<file path="config.mk">
export PLATFORM = sky130hd
export DESIGN_NAME = date_counter_flat
export DESIGN_NICKNAME = d
export VERILOG_FILES = /design/src/rtl/date_counter_pkg.sv /design/src/rtl/date_counter_if.sv /design/src/rtl/date_counter_days_in_month.sv /design/src/rtl/date_counter.sv /design/src/flat_wrapper.sv
export SDC_FILE = /design/constraint.sdc
export NUM_CORES = 1
export LEC_CHECK = 0
export CAP_MARGIN = 10
export CORE_AREA = 3 3 87 122
export CTS_CLUSTER_DIAMETER = 100
export DETAILED_ROUTE_END_ITERATION = 10
export DIE_AREA = 0 0 90 125
export GPL_TIMING_DRIVEN = 0
export PLACE_DENSITY_LB_ADDON = 0.15
export SYNTH_ARGS = -nofsm -noshare
export SYNTH_HDL_FRONTEND = slang
export SYNTH_HIERARCHICAL = 1
export SYNTH_SLANG_ARGS = --single-unit
export TNS_END_PERCENT = 5
</file>
<file path="constraint.sdc">
create_clock -name clk -period 7.76 [get_ports clk]
set_input_delay 1.552 -clock clk [delete_from_list [all_inputs] [get_ports clk]]
set_output_delay 1.552 -clock clk [all_outputs]
set_load 0.02 [all_outputs]
</file>
<file path="src/rtl/date_counter_pkg.sv">
`default_nettype none
// +------------------------------------------------------------------+
// | Package : calendar_pkg                                           |
// | Brief   : Field widths, month indices and month-length table     |
// |           shared by the date counter and its sub-modules.        |
// | Rev     : 1.0  initial release                                   |
// +------------------------------------------------------------------+
package calendar_pkg;

  localparam int DAY_W   = 6;
  localparam int MONTH_W = 6;
  localparam int YEAR_W  = 7;

  localparam logic [MONTH_W-1:0] JAN = 6'd0;
  localparam logic [MONTH_W-1:0] FEB = 6'd1;
  localparam logic [MONTH_W-1:0] MAR = 6'd2;
  localparam logic [MONTH_W-1:0] APR = 6'd3;
  localparam logic [MONTH_W-1:0] MAY = 6'd4;
  localparam logic [MONTH_W-1:0] JUN = 6'd5;
  localparam logic [MONTH_W-1:0] JUL = 6'd6;
  localparam logic [MONTH_W-1:0] AUG = 6'd7;
  localparam logic [MONTH_W-1:0] SEP = 6'd8;
  localparam logic [MONTH_W-1:0] OCT = 6'd9;
  localparam logic [MONTH_W-1:0] NOV = 6'd10;
  localparam logic [MONTH_W-1:0] DEC = 6'd11;

  // Non-leap lengths; February is patched to 29 in month_length().
  localparam logic [DAY_W-1:0] MONTH_LEN [12] = '{
    6'd31, 6'd28, 6'd31, 6'd30, 6'd31, 6'd30,
    6'd31, 6'd31, 6'd30, 6'd31, 6'd30, 6'd31
  };

  // Length of month m; an out-of-range month yields 0 so no day can match it.
  function automatic logic [DAY_W-1:0] month_length(input logic [MONTH_W-1:0] m,
                                                    input logic               lp);
    logic [DAY_W-1:0] len;
    len = '0;
    if (m <= DEC) begin
      len = MONTH_LEN[m[3:0]];
      if ((m == FEB) && lp) len = 6'd29;
    end
    return len;
  endfunction

endpackage
`default_nettype wire

</file>
<file path="src/rtl/date_counter_if.sv">
`default_nettype none
// +------------------------------------------------------------------+
// | Interface : date_counter_if                                      |
// | Brief     : Tick, edit and load controls plus date outputs of    |
// |             the calendar date register.                          |
// | Rev       : 1.0  initial release                                 |
// +------------------------------------------------------------------+
interface date_counter_if;
  import calendar_pkg::*;

  logic               day_tick;
  logic               edit_en;
  logic               inc_day;
  logic               inc_month;
  logic               inc_year;
  logic               set_load;
  logic [DAY_W-1:0]   set_day;
  logic [MONTH_W-1:0] set_month;
  logic [YEAR_W-1:0]  set_year;
  logic [DAY_W-1:0]   day;
  logic [MONTH_W-1:0] month;
  logic [YEAR_W-1:0]  year;
  logic               leap;
  logic               month_rollover;
  logic               year_rollover;
  logic               set_err;

  // Controller side: drives ticks/edits, observes the date.
  modport master (
    output day_tick, edit_en, inc_day, inc_month, inc_year,
           set_load, set_day, set_month, set_year,
    input  day, month, year, leap, month_rollover, year_rollover, set_err
  );

  // Date register side.
  modport slave (
    input  day_tick, edit_en, inc_day, inc_month, inc_year,
           set_load, set_day, set_month, set_year,
    output day, month, year, leap, month_rollover, year_rollover, set_err
  );
endinterface
`default_nettype wire

</file>
<file path="src/rtl/date_counter_days_in_month.sv">
`default_nettype none
// +------------------------------------------------------------------+
// | Module : days_in_month                                           |
// | Brief  : Combinational month-length lookup with leap February.   |
// | Rev    : 1.0  initial release                                    |
// +------------------------------------------------------------------+
module days_in_month
  import calendar_pkg::*;
(
  input  wire logic [MONTH_W-1:0] month,
  input  wire logic               leap,
  output logic      [DAY_W-1:0]   mdays
);

  assign mdays = month_length(month, leap);

endmodule
`default_nettype wire

</file>
<file path="src/rtl/date_counter.sv">
`default_nettype none
// +------------------------------------------------------------------+
// | Module : date_counter                                            |
// | Brief  : Calendar date register advanced by midnight ticks, with |
// |          button editing, bulk load and held-off ticks in edit.   |
// | Rev    : 1.0  initial release                                    |
// +------------------------------------------------------------------+
module date_counter
  import calendar_pkg::*;
#(
  parameter int YEAR_MAX    = 99,
  parameter int RESET_DAY   = 1,
  parameter int RESET_MONTH = 0,
  parameter int RESET_YEAR  = 18
) (
  input  wire logic        clk,
  input  wire logic        reset,
  date_counter_if.slave    bus
);

  localparam logic [YEAR_W-1:0]  c_year_max = YEAR_W'(YEAR_MAX);
  localparam logic [DAY_W-1:0]   c_rst_day  = DAY_W'(RESET_DAY);
  localparam logic [MONTH_W-1:0] c_rst_mon  = MONTH_W'(RESET_MONTH);
  localparam logic [YEAR_W-1:0]  c_rst_year = YEAR_W'(RESET_YEAR);

  logic [DAY_W-1:0]   day_q, day_d;
  logic [MONTH_W-1:0] month_q, month_d;
  logic [YEAR_W-1:0]  year_q, year_d;
  logic               mroll_q, mroll_d;
  logic               yroll_q, yroll_d;
  logic               err_q, err_d;
  logic               pend_q, pend_d;

  logic [DAY_W-1:0]   w_mdays;
  logic [DAY_W-1:0]   w_set_mdays;
  logic               w_leap;
  logic               w_set_leap;
  logic               w_set_ok;
  logic [MONTH_W-1:0] w_month_inc;
  logic [YEAR_W-1:0]  w_year_inc;
  logic [DAY_W-1:0]   w_clamp_len;

  // Year offset 0 is 2000, itself a leap year, so %4 holds for the whole range.
  assign w_leap     = (year_q[1:0] == 2'b00);
  assign w_set_leap = (bus.set_year[1:0] == 2'b00);

  days_in_month u_cur_len (
    .month (month_q),
    .leap  (w_leap),
    .mdays (w_mdays)
  );

  days_in_month u_set_len (
    .month (bus.set_month),
    .leap  (w_set_leap),
    .mdays (w_set_mdays)
  );

  assign w_set_ok = (bus.set_month <= DEC) && (bus.set_year <= c_year_max) &&
                    (bus.set_day != '0) && (bus.set_day <= w_set_mdays);

  assign w_month_inc = (month_q >= DEC) ? JAN : (month_q + 6'd1);
  assign w_year_inc  = (year_q >= c_year_max) ? '0 : (year_q + 7'd1);

  // Next-state: load > inc_* > tick; ticks shadowed by a higher event are held pending.
  always_comb begin
    day_d       = day_q;
    month_d     = month_q;
    year_d      = year_q;
    mroll_d     = 1'b0;
    yroll_d     = 1'b0;
    err_d       = 1'b0;
    pend_d      = pend_q;
    w_clamp_len = w_mdays;
    if (bus.set_load) begin
      if (w_set_ok) begin
        day_d   = bus.set_day;
        month_d = bus.set_month;
        year_d  = bus.set_year;
      end else begin
        err_d = 1'b1;
      end
      if (bus.day_tick) pend_d = 1'b1;
    end else if (bus.inc_day || bus.inc_month || bus.inc_year) begin
      if (bus.inc_day) begin
        day_d = (day_q >= w_mdays) ? 6'd1 : (day_q + 6'd1);
      end else if (bus.inc_month) begin
        month_d     = w_month_inc;
        w_clamp_len = month_length(w_month_inc, w_leap);
        if (day_q > w_clamp_len) day_d = w_clamp_len;
      end else begin
        year_d      = w_year_inc;
        w_clamp_len = month_length(month_q, (w_year_inc[1:0] == 2'b00));
        if (day_q > w_clamp_len) day_d = w_clamp_len;
      end
      if (bus.day_tick) pend_d = 1'b1;
    end else if (bus.edit_en) begin
      if (bus.day_tick) pend_d = 1'b1;
    end else if (bus.day_tick || pend_q) begin
      pend_d = 1'b0;
      if (day_q < w_mdays) begin
        day_d = day_q + 6'd1;
      end else begin
        day_d   = 6'd1;
        mroll_d = 1'b1;
        if (month_q >= DEC) begin
          month_d = JAN;
          year_d  = w_year_inc;
          yroll_d = 1'b1;
        end else begin
          month_d = month_q + 6'd1;
        end
      end
    end
  end

  // Date, pulse and pending-tick registers; reset discards any edit or held tick.
  always_ff @(posedge clk) begin
    if (reset) begin
      day_q   <= c_rst_day;
      month_q <= c_rst_mon;
      year_q  <= c_rst_year;
      mroll_q <= 1'b0;
      yroll_q <= 1'b0;
      err_q   <= 1'b0;
      pend_q  <= 1'b0;
    end else begin
      day_q   <= day_d;
      month_q <= month_d;
      year_q  <= year_d;
      mroll_q <= mroll_d;
      yroll_q <= yroll_d;
      err_q   <= err_d;
      pend_q  <= pend_d;
    end
  end

  assign bus.day            = day_q;
  assign bus.month          = month_q;
  assign bus.year           = year_q;
  assign bus.leap           = w_leap;
  assign bus.month_rollover = mroll_q;
  assign bus.year_rollover  = yroll_q;
  assign bus.set_err        = err_q;

endmodule
`default_nettype wire
</file>
<file path="src/flat_wrapper.sv">
// flat-port wrapper written by rule: the top's interface ports become plain ports
module date_counter_flat import calendar_pkg::*;
#(
  parameter int YEAR_MAX    = 99,
  parameter int RESET_DAY   = 1,
  parameter int RESET_MONTH = 0,
  parameter int RESET_YEAR  = 18
)
  (clk, reset, bus_day_tick, bus_edit_en, bus_inc_day, bus_inc_month, bus_inc_year, bus_set_load, bus_set_day, bus_set_month, bus_set_year, bus_day, bus_month, bus_year, bus_leap, bus_month_rollover, bus_year_rollover, bus_set_err);
  date_counter_if bus_i ();
  input  wire logic clk;
  input  wire logic reset;
  input wire logic [$bits(bus_i.day_tick)-1:0] bus_day_tick;
  input wire logic [$bits(bus_i.edit_en)-1:0] bus_edit_en;
  input wire logic [$bits(bus_i.inc_day)-1:0] bus_inc_day;
  input wire logic [$bits(bus_i.inc_month)-1:0] bus_inc_month;
  input wire logic [$bits(bus_i.inc_year)-1:0] bus_inc_year;
  input wire logic [$bits(bus_i.set_load)-1:0] bus_set_load;
  input wire logic [$bits(bus_i.set_day)-1:0] bus_set_day;
  input wire logic [$bits(bus_i.set_month)-1:0] bus_set_month;
  input wire logic [$bits(bus_i.set_year)-1:0] bus_set_year;
  output wire logic [$bits(bus_i.day)-1:0] bus_day;
  output wire logic [$bits(bus_i.month)-1:0] bus_month;
  output wire logic [$bits(bus_i.year)-1:0] bus_year;
  output wire logic [$bits(bus_i.leap)-1:0] bus_leap;
  output wire logic [$bits(bus_i.month_rollover)-1:0] bus_month_rollover;
  output wire logic [$bits(bus_i.year_rollover)-1:0] bus_year_rollover;
  output wire logic [$bits(bus_i.set_err)-1:0] bus_set_err;
  assign bus_i.day_tick = bus_day_tick;
  assign bus_i.edit_en = bus_edit_en;
  assign bus_i.inc_day = bus_inc_day;
  assign bus_i.inc_month = bus_inc_month;
  assign bus_i.inc_year = bus_inc_year;
  assign bus_i.set_load = bus_set_load;
  assign bus_i.set_day = bus_set_day;
  assign bus_i.set_month = bus_set_month;
  assign bus_i.set_year = bus_set_year;
  assign bus_day = bus_i.day;
  assign bus_month = bus_i.month;
  assign bus_year = bus_i.year;
  assign bus_leap = bus_i.leap;
  assign bus_month_rollover = bus_i.month_rollover;
  assign bus_year_rollover = bus_i.year_rollover;
  assign bus_set_err = bus_i.set_err;
  date_counter #(.YEAR_MAX(YEAR_MAX), .RESET_DAY(RESET_DAY), .RESET_MONTH(RESET_MONTH), .RESET_YEAR(RESET_YEAR)) u_core (.clk(clk), .reset(reset), .bus(bus_i));
endmodule
</file>
==> results of run 1 <==
-- Yosys cell counts, types with 3 or more instances --
library cell,number,area [µm²]
sky130_fd_sc_hd__a2111oi_0,4,35.0
sky130_fd_sc_hd__a21oi_1,19,95.1
sky130_fd_sc_hd__o22ai_1,4,25.0
sky130_fd_sc_hd__inv_1,23,86.3
sky130_fd_sc_hd__nor2_1,19,71.3
sky130_fd_sc_hd__a222oi_1,4,40.0
sky130_fd_sc_hd__o21a_1,5,37.5
sky130_fd_sc_hd__xor2_1,4,35.0
sky130_fd_sc_hd__o31ai_1,3,22.5
sky130_fd_sc_hd__xnor2_1,4,35.0
sky130_fd_sc_hd__a211o_1,4,35.0
sky130_fd_sc_hd__a311oi_1,5,43.8
sky130_fd_sc_hd__a21o_1,3,22.5
sky130_fd_sc_hd__buf_4,7,52.6
sky130_fd_sc_hd__a211oi_1,7,52.6
sky130_fd_sc_hd__o21ai_0,11,55.1
sky130_fd_sc_hd__o41ai_1,3,26.3
sky130_fd_sc_hd__nand2_1,28,105
sky130_fd_sc_hd__nand4_1,4,25.0
sky130_fd_sc_hd__nor4_1,5,31.3
sky130_fd_sc_hd__nand3_1,8,40.0
sky130_fd_sc_hd__nand2b_1,5,31.3
sky130_fd_sc_hd__nor3b_1,4,30.0
sky130_fd_sc_hd__o31a_2,3,30.0
sky130_fd_sc_hd__or2_2,4,25.0
sky130_fd_sc_hd__nand3b_1,4,30.0
sky130_fd_sc_hd__ha_1,27,338
sky130_fd_sc_hd__clkbuf_1,5,18.8
sky130_fd_sc_hd__nor3_1,18,90.1
sky130_fd_sc_hd__dfxtp_1,23,460
-- registers in the layout, summed over array words and instances, names as in the netlist --
name	cells
u_core/bus.set_err	1
u_core/bus.month_rollover	1
u_core/pend_q	1
u_core/bus.day	6
u_core/bus.year_rollover	1
u_core/bus.month	6
u_core/bus.year	7
-- cell type report --
type / count / area [µm²] / share of cell area
buffer: 16 / 97.6 / 0.0315
clock buffer: 3 / 75.1 / 0.0243
clock inverter: 1 / 5.00 / 0.00162
inverter: 23 / 86.3 / 0.0279
multi-input combinational: 246 / 1730 / 0.557
sequential: 23 / 460 / 0.149
tap: 132 / 165 / 0.0534
timing repair buffer: 48 / 480 / 0.155
-- cell usage in the layout (no fill, tap or decap), types with 5 or more instances in the layout --
master / count
sky130_fd_sc_hd__clkdlybuf4s50_1: 48
sky130_fd_sc_hd__nand2_1: 28
sky130_fd_sc_hd__ha_1: 27
sky130_fd_sc_hd__inv_1: 23
sky130_fd_sc_hd__dfxtp_1: 23
sky130_fd_sc_hd__nor2_1: 19
sky130_fd_sc_hd__a21oi_1: 19
sky130_fd_sc_hd__nor3_1: 18
sky130_fd_sc_hd__o21ai_0: 11
sky130_fd_sc_hd__nand3_1: 8
sky130_fd_sc_hd__buf_4: 7
sky130_fd_sc_hd__a211oi_1: 7
sky130_fd_sc_hd__nor4_1: 5
sky130_fd_sc_hd__nand2b_1: 5
sky130_fd_sc_hd__clkbuf_1: 5
sky130_fd_sc_hd__o21a_1: 5
sky130_fd_sc_hd__a311oi_1: 5
-- worst max path at each step --
stage,start,slack (ns),endpoint
2_1_floorplan,bus_set_month[2],4.06,u_core/bus.year[1]$_SDFFE_PP1P_
3_3_place_gp,bus_set_month[3],2.98,u_core/bus.year[4]$_SDFFE_PP1P_
3_5_place_dp,bus_set_month[3],2.94,u_core/bus.year[4]$_SDFFE_PP1P_
4_1_cts,bus_set_month[3],3.23,u_core/bus.year[4]$_SDFFE_PP1P_
5_1_grt,bus_set_month[3],2.97,u_core/bus.year[4]$_SDFFE_PP1P_
6_report,bus_set_month[3],3.24,u_core/bus.year[4]$_SDFFE_PP1P_
-- logic make-up after synthesis --
kind of cell | count (synthesis) | share of synthesized area
flops | 23 | 0.194
simple gates | 109 | 0.235
other cells | 2 | 0.00317
fa+ha+maj | 27 | 0.143
mux | 2 | 0.00898
compound gates | 98 | 0.309
buf+inv | 39 | 0.0776
xor+xnor | 8 | 0.0296
-- per-stage QoR --
stage / hold slack [ns] / power (µW) / util / instances / setup slack [ns]
4_1_cts: 0.582 / 404 / 0.324 / 492 / 3.23
3_3_place_gp: 0.554 / 285 / 0.315 / 488 / 2.98
6_report: 0.575 / 398 / 0.324 / 492 / 3.24
2_1_floorplan: 0.519 / 228 / - / 308 / 4.06
3_5_place_dp: 0.563 / 286 / 0.315 / 488 / 2.94
5_1_grt: 0.651 / 426 / 0.324 / 492 / 2.97
-- layer usage --
metal  part of all wire  track usage
met4              0.018       0.0496
met3              0.034       0.0156
met5                  0            0
met1               0.43        0.172
met2               0.52        0.254
-- critical path: cells and delay by family --
family | cells | cell delay (ns)
compound gates | 5 | 1.42
buf+inv | 3 | 0.96
simple gates | 3 | 0.46
fa+ha+maj | 1 | 0.28
-- report_power, final --
part	leakage (µW)	internal [µW]	total (µW)	switching, µW
Sequential	0.000188	125	139	14.1
Combinational	0.00101	68.1	143	75.0
Clock	0.0000409	69.5	116	46.1
Total	0.00124	263	398	135
==> run_summary.xml, run 1 <==
<?xml version="1.0" encoding="UTF-8"?>
<metrics>
  <group name="outcome">
    <metric name="run_status" unit="">completed</metric>
  </group>
  <group name="sta">
    <metric name="finalCriticalPeriod" unit="ns">4.52</metric>
    <metric name="max_clock_freq" unit="GHz">0.221</metric>
    <metric name="unrepaired_setup_endpoints_after_global_routing" unit="">false</metric>
    <metric name="worst-slew-pin-transition" unit="ns">0.842</metric>
    <metric name="hold_violations" unit="">0</metric>
    <metric name="finalCritPeriodShare" unit="">0.583</metric>
    <metric name="slew-limit-headroom" unit="">0.433</metric>
    <metric name="clock-skew-final" unit="ns">0.00196</metric>
    <metric name="setup-violations-final" unit="">0</metric>
    <metric name="setup_total_negative_slack" unit="ns">0</metric>
    <metric name="finalMaxSlewViolations" unit="">0</metric>
  </group>
  <group name="synthesis">
    <metric name="async_set_reset_flop_share_out_of_synthesis" unit="">0</metric>
    <metric name="synth-seq-area-share" unit="">0.194</metric>
    <metric name="synth_flop_cell" unit="">sky130_fd_sc_hd__dfxtp_1</metric>
    <metric name="netlist_instances" unit="">308</metric>
    <metric name="average_instance_area_after_synthesis" unit="µm²">7.69</metric>
    <metric name="synth.net_count" unit="">362</metric>
    <metric name="synth_enable_flop_cells" unit="">0</metric>
    <metric name="netlist-cell-type-count" unit="">62</metric>
    <metric name="synth-seq-cells" unit="">23</metric>
    <metric name="synthesis.yosys.warnings" unit="">6</metric>
    <metric name="synth_area" unit="mm²">0.00237</metric>
  </group>
  <group name="grt">
    <metric name="first_global_vias" unit="">2478</metric>
    <metric name="grt_pass1_wl" unit="µm">12800</metric>
    <metric name="grt_start_max_net_pins" unit="">14</metric>
    <metric name="antenna_found_initial" unit="">0</metric>
    <metric name="grt.total_usage" unit="">0.141</metric>
    <metric name="grt_overflow" unit="">0</metric>
  </group>
  <group name="finish">
    <metric name="summed_area_of_non_filler_cells_in_the_final_layout" unit="mm²">0.00310</metric>
    <metric name="drive_above_1_share" unit="">0.0861</metric>
    <metric name="growth_of_design_area_from_synthesis_to_finish" unit="%">30.6</metric>
    <metric name="final_nets" unit="">415</metric>
    <metric name="nFillCells" unit="">1041</metric>
    <metric name="insertedDiodeCount" unit="">0</metric>
  </group>
  <group name="detailed_routing">
    <metric name="ant_nets" unit="">0</metric>
    <metric name="finalWirelength" unit="µm">8000</metric>
    <metric name="post_drt_via_cell_ratio" unit="">5.17</metric>
    <metric name="drc" unit="">0</metric>
    <metric name="first_iter_violations" unit="">132</metric>
    <metric name="drt_first_pass_iters" unit="">4</metric>
    <metric name="route.vias.total" unit="">2543</metric>
    <metric name="detail_route.wl_per_cell" unit="µm">16.3</metric>
  </group>
  <group name="power">
    <metric name="power.leakage" unit="µW">0.00124</metric>
    <metric name="power_per_cell_area" unit="mW/mm²">129</metric>
    <metric name="ir_worst_vdd" unit="µV">73.1</metric>
  </group>
  <group name="clock_network">
    <metric name="clk_pin_slew_worst_paths" unit="ns">0.06</metric>
    <metric name="cts_root_buffer" unit="">sky130_fd_sc_hd__clkbuf_16</metric>
    <metric name="cts-root-to-sink-buffers" unit="">2</metric>
    <metric name="post_cts.resized_instances" unit="">0</metric>
    <metric name="h_tree_levels" unit="">1</metric>
    <metric name="cts_made_buffers" unit="">3</metric>
    <metric name="cts_num_sinks" unit="">23</metric>
    <metric name="tritoncts_clock_tree" unit="">yes</metric>
    <metric name="cts_hold_repair.buffers" unit="">0</metric>
    <metric name="worstSkewPairLatency" unit="ns">0.26</metric>
    <metric name="cts_post_setup_buffers_inserted" unit="">0</metric>
  </group>
  <group name="die">
    <metric name="design.die.area" unit="mm²">0.0113</metric>
    <metric name="ios" unit="">50</metric>
    <metric name="rows" unit="">42</metric>
    <metric name="die_x" unit="µm">90</metric>
    <metric name="core" unit="mm²">0.00956</metric>
    <metric name="initial_core_util" unit="">0.248</metric>
    <metric name="die_y" unit="µm">125</metric>
  </group>
  <group name="critical_path">
    <metric name="critical_path.startpoint_type" unit="">primary input</metric>
    <metric name="crit-reg2reg-launch" unit="">u_core/bus.month[0]$_SDFFE_PP0P_</metric>
    <metric name="crit_path_cell_trace" unit="">clkdlybuf4s50_1, a211oi_1, o31a_2, inv_1, ha_1, nand3b_1, a21oi_1, o21ai_0, nand3_1, clkbuf_1, nand2_1, a221o_1</metric>
    <metric name="reg2reg_to" unit="">u_core/bus.day[2]$_SDFFE_PP0P_</metric>
    <metric name="r2r_slack" unit="ns">4.30</metric>
    <metric name="r2r.worst_path.cells" unit="">10</metric>
    <metric name="setup.worst_path.class" unit="">primary input to register</metric>
    <metric name="worst-endpoint-required" unit="ns">7.91</metric>
    <metric name="critical_path.slowest_cell" unit="">sky130_fd_sc_hd__a211oi_1</metric>
    <metric name="worst_setup_path_end_kind" unit="">register</metric>
    <metric name="cp_data_arrival_time" unit="ns">4.68</metric>
    <metric name="critical_path.max_fanout" unit="">10</metric>
    <metric name="worst_path_largest_cell_delay" unit="ns">0.53</metric>
  </group>
  <group name="hold_path">
    <metric name="holdCritStartpoint" unit="">u_core/pend_q$_SDFFE_PP0P_</metric>
    <metric name="type_of_the_worst_min_delay_path" unit="">register to register</metric>
    <metric name="min_delay_path_depth" unit="">2</metric>
    <metric name="hold-path-endpoint" unit="">u_core/pend_q$_SDFFE_PP0P_</metric>
  </group>
  <group name="placed_design">
    <metric name="place_congestion" unit="">0.794</metric>
    <metric name="dpl.hpwl" unit="µm">6440</metric>
    <metric name="placement.cell_area" unit="mm²">0.00302</metric>
    <metric name="port_buffers" unit="">48</metric>
  </group>
  <group name="run">
    <metric name="max-cap-violations" unit="">0</metric>
  </group>
</metrics>
No activity file was read; power rests on OpenSTA's default activity.
==> inputs of run 2 (changes only) <==
==> constraint.sdc (replaced) <==
create_clock -name clk -period 3.65 [get_ports clk]
set_input_delay 0.73 -clock clk [delete_from_list [all_inputs] [get_ports clk]]
set_output_delay 0.73 -clock clk [all_outputs]
set_load 0.02 [all_outputs]
==> run_summary.xml, run 2 (synthesis gave the netlist of run 1 again) <==
<?xml version="1.0" encoding="UTF-8"?>
<metrics>
  <group name="finish">
    <metric name="nFillCells" unit="">1042</metric>
    <metric name="final_common_cell" unit="">sky130_fd_sc_hd__clkdlybuf4s50_1</metric>
    <metric name="final_nets" unit="">415</metric>
    <metric name="multi_input_area" unit="mm²">0.00174</metric>
    <metric name="final_core_util" unit="">0.325</metric>
    <metric name="drive_above_1_share" unit="">0.0944</metric>
    <metric name="summed_area_of_non_filler_cells_in_the_final_layout" unit="mm²">0.00311</metric>
    <metric name="seq_area" unit="µm²">460</metric>
    <metric name="largest_reg_flops" unit="">7</metric>
    <metric name="growth_of_design_area_from_synthesis_to_finish" unit="%">31.2</metric>
    <metric name="insertedDiodeCount" unit="">0</metric>
    <metric name="most-common-layout-cells" unit="">sky130_fd_sc_hd__clkdlybuf4s50_1, sky130_fd_sc_hd__nand2_1, sky130_fd_sc_hd__ha_1</metric>
  </group>
  <group name="hold_path">
    <metric name="type_of_the_worst_min_delay_path" unit="">register to register</metric>
  </group>
  <group name="sta">
    <metric name="setup-violations-final" unit="">0</metric>
    <metric name="finalMaxSlewViolations" unit="">0</metric>
    <metric name="setup_total_negative_slack" unit="ns">0</metric>
    <metric name="slew-limit-headroom" unit="">0.422</metric>
    <metric name="finalCriticalPeriod" unit="ns">3.46</metric>
    <metric name="unrepaired_setup_endpoints_after_global_routing" unit="">false</metric>
    <metric name="clock-skew-final" unit="ns">0.00229</metric>
    <metric name="whs" unit="ns">0.577</metric>
    <metric name="finalCritPeriodShare" unit="">0.948</metric>
    <metric name="worst-slew-pin-transition" unit="ns">0.859</metric>
    <metric name="hold_violations" unit="">0</metric>
    <metric name="max_clock_freq" unit="GHz">0.289</metric>
  </group>
  <group name="critical_path">
    <metric name="setup.worst_path.class" unit="">primary input to register</metric>
    <metric name="critical_path.max_fanout" unit="">9</metric>
    <metric name="crit_path_cell_trace" unit="">clkdlybuf4s50_1, a211oi_2, buf_4, inv_1, ha_1, nand3_1, or2_2, o21a_1, nor2_2, o21ai_0, a221o_1</metric>
    <metric name="worst_setup_path_end_kind" unit="">register</metric>
    <metric name="worst-endpoint-required" unit="ns">3.80</metric>
    <metric name="cp_data_arrival_time" unit="ns">3.61</metric>
    <metric name="critical_path.startpoint_type" unit="">primary input</metric>
    <metric name="critical_path.slowest_cell" unit="">sky130_fd_sc_hd__clkdlybuf4s50_1</metric>
    <metric name="worst_path_largest_cell_delay" unit="ns">0.54</metric>
  </group>
  <group name="placed_design">
    <metric name="place_congestion" unit="">0.794</metric>
    <metric name="placement.cell_area" unit="mm²">0.00302</metric>
    <metric name="dpl.hpwl" unit="µm">6440</metric>
    <metric name="port_buffers" unit="">48</metric>
  </group>
  <group name="clock_network">
    <metric name="tritoncts_clock_tree" unit="">yes</metric>
    <metric name="clk_pin_slew_worst_paths" unit="ns">0.06</metric>
    <metric name="cts_root_buffer" unit="">sky130_fd_sc_hd__clkbuf_16</metric>
    <metric name="h_tree_levels" unit="">1</metric>
    <metric name="cts-root-to-sink-buffers" unit="">2</metric>
    <metric name="cts_hold_repair.buffers" unit="">0</metric>
    <metric name="worstSkewPairLatency" unit="ns">0.26</metric>
    <metric name="cts_made_buffers" unit="">3</metric>
    <metric name="cts_num_sinks" unit="">23</metric>
  </group>
  <group name="grt">
    <metric name="antenna_found_initial" unit="">0</metric>
    <metric name="grt_start_max_net_pins" unit="">14</metric>
    <metric name="first_global_vias" unit="">2474</metric>
    <metric name="grt_overflow" unit="">0</metric>
    <metric name="grt.total_usage" unit="">0.141</metric>
    <metric name="grt_pass1_wl" unit="µm">12900</metric>
  </group>
  <group name="die">
    <metric name="rows" unit="">42</metric>
    <metric name="die_y" unit="µm">125</metric>
    <metric name="core" unit="mm²">0.00956</metric>
    <metric name="ios" unit="">50</metric>
    <metric name="die_x" unit="µm">90</metric>
    <metric name="initial_core_util" unit="">0.248</metric>
    <metric name="design.die.area" unit="mm²">0.0113</metric>
  </group>
  <group name="detailed_routing">
    <metric name="finalWirelength" unit="µm">8050</metric>
    <metric name="drt_first_pass_iters" unit="">4</metric>
    <metric name="drc" unit="">0</metric>
    <metric name="ant_nets" unit="">0</metric>
    <metric name="first_iter_violations" unit="">123</metric>
    <metric name="detail_route.wl_per_cell" unit="µm">16.4</metric>
    <metric name="post_drt_via_cell_ratio" unit="">5.15</metric>
    <metric name="route.vias.total" unit="">2534</metric>
  </group>
  <group name="power">
    <metric name="power.leakage" unit="µW">0.00124</metric>
    <metric name="ir_worst_vdd" unit="µV">155</metric>
    <metric name="power_after_layout" unit="µW">848</metric>
    <metric name="power_per_cell_area" unit="mW/mm²">273</metric>
  </group>
  <group name="outcome">
    <metric name="run_status" unit="">completed</metric>
  </group>
  <group name="run">
    <metric name="max-cap-violations" unit="">0</metric>
  </group>
</metrics>
-- run 2: path summary, 6_finish.rpt --
kind	startpoint	endpoint	slack, ns	cells past startpoint
worst max-delay path	bus_set_month[3]	u_core/bus.year[4]$_SDFFE_PP1P_	0.19	11
worst min-delay path	u_core/pend_q$_SDFFE_PP0P_	u_core/pend_q$_SDFFE_PP0P_	0.58	2
worst max register to register	u_core/bus.month[4]$_SDFFE_PP0P_	u_core/bus.year[4]$_SDFFE_PP1P_	0.30	10
worst min register to register	u_core/pend_q$_SDFFE_PP0P_	u_core/pend_q$_SDFFE_PP0P_	0.58	2
-- run 2: worst max-delay path: cells and delay by family --
family	cells	cell delay, ns
buf+inv	3	0.74
fa+ha+maj	1	0.28
simple gates	3	0.82
compound gates	4	1.03
-- run 2: cell type report --
| cell class | count | share of cell area |
|---|---|---|
| flip-flops and latches | 23 | 0.148 |
| multi-input cells | 246 | 0.559 |
| clock buffers | 3 | 0.0241 |
| plain buffers | 16 | 0.0318 |
| repair buffers | 48 | 0.155 |
| well taps | 132 | 0.0531 |
| clock inverters | 1 | 0.00161 |
| inverters | 23 | 0.0278 |
-- run 2: report_power, final --
part           total, µW  switching [µW]  internal [µW]
Combinational        306             161            146
Clock                246            98.2            148
Sequential           296            30.1            266
-- run 2: repair_timing --
action | in CTS | in global routing
endpoints found under the setup margin | 4 | 9
buffers inserted | 0 | 0
endpoints found under the hold margin | 0 | 0
gates resized for setup | 1 | 5
gates cloned | 0 | 0
-- run 2: metrics by stage --
stage,setup WS [ns],cells
floorplan,0.731,308
global placement,-0.305,488
detailed placement,-0.347,488
CTS,0.133,492
global route,0.000000444,492
finish,0.189,492
-- run 2: routing by layer --
layer / vias to the layer above / global-route usage / routed length [µm] / part of all wire
li1: 1271 / - / - / -
met1: 1198 / 0.173 / 3470 / 0.43
met2: 58 / 0.255 / 4190 / 0.52
met3: 7 / 0.0156 / 260 / 0.032
met4: 0 / 0.0469 / 122 / 0.015
met5: - / 0 / 0 / 0
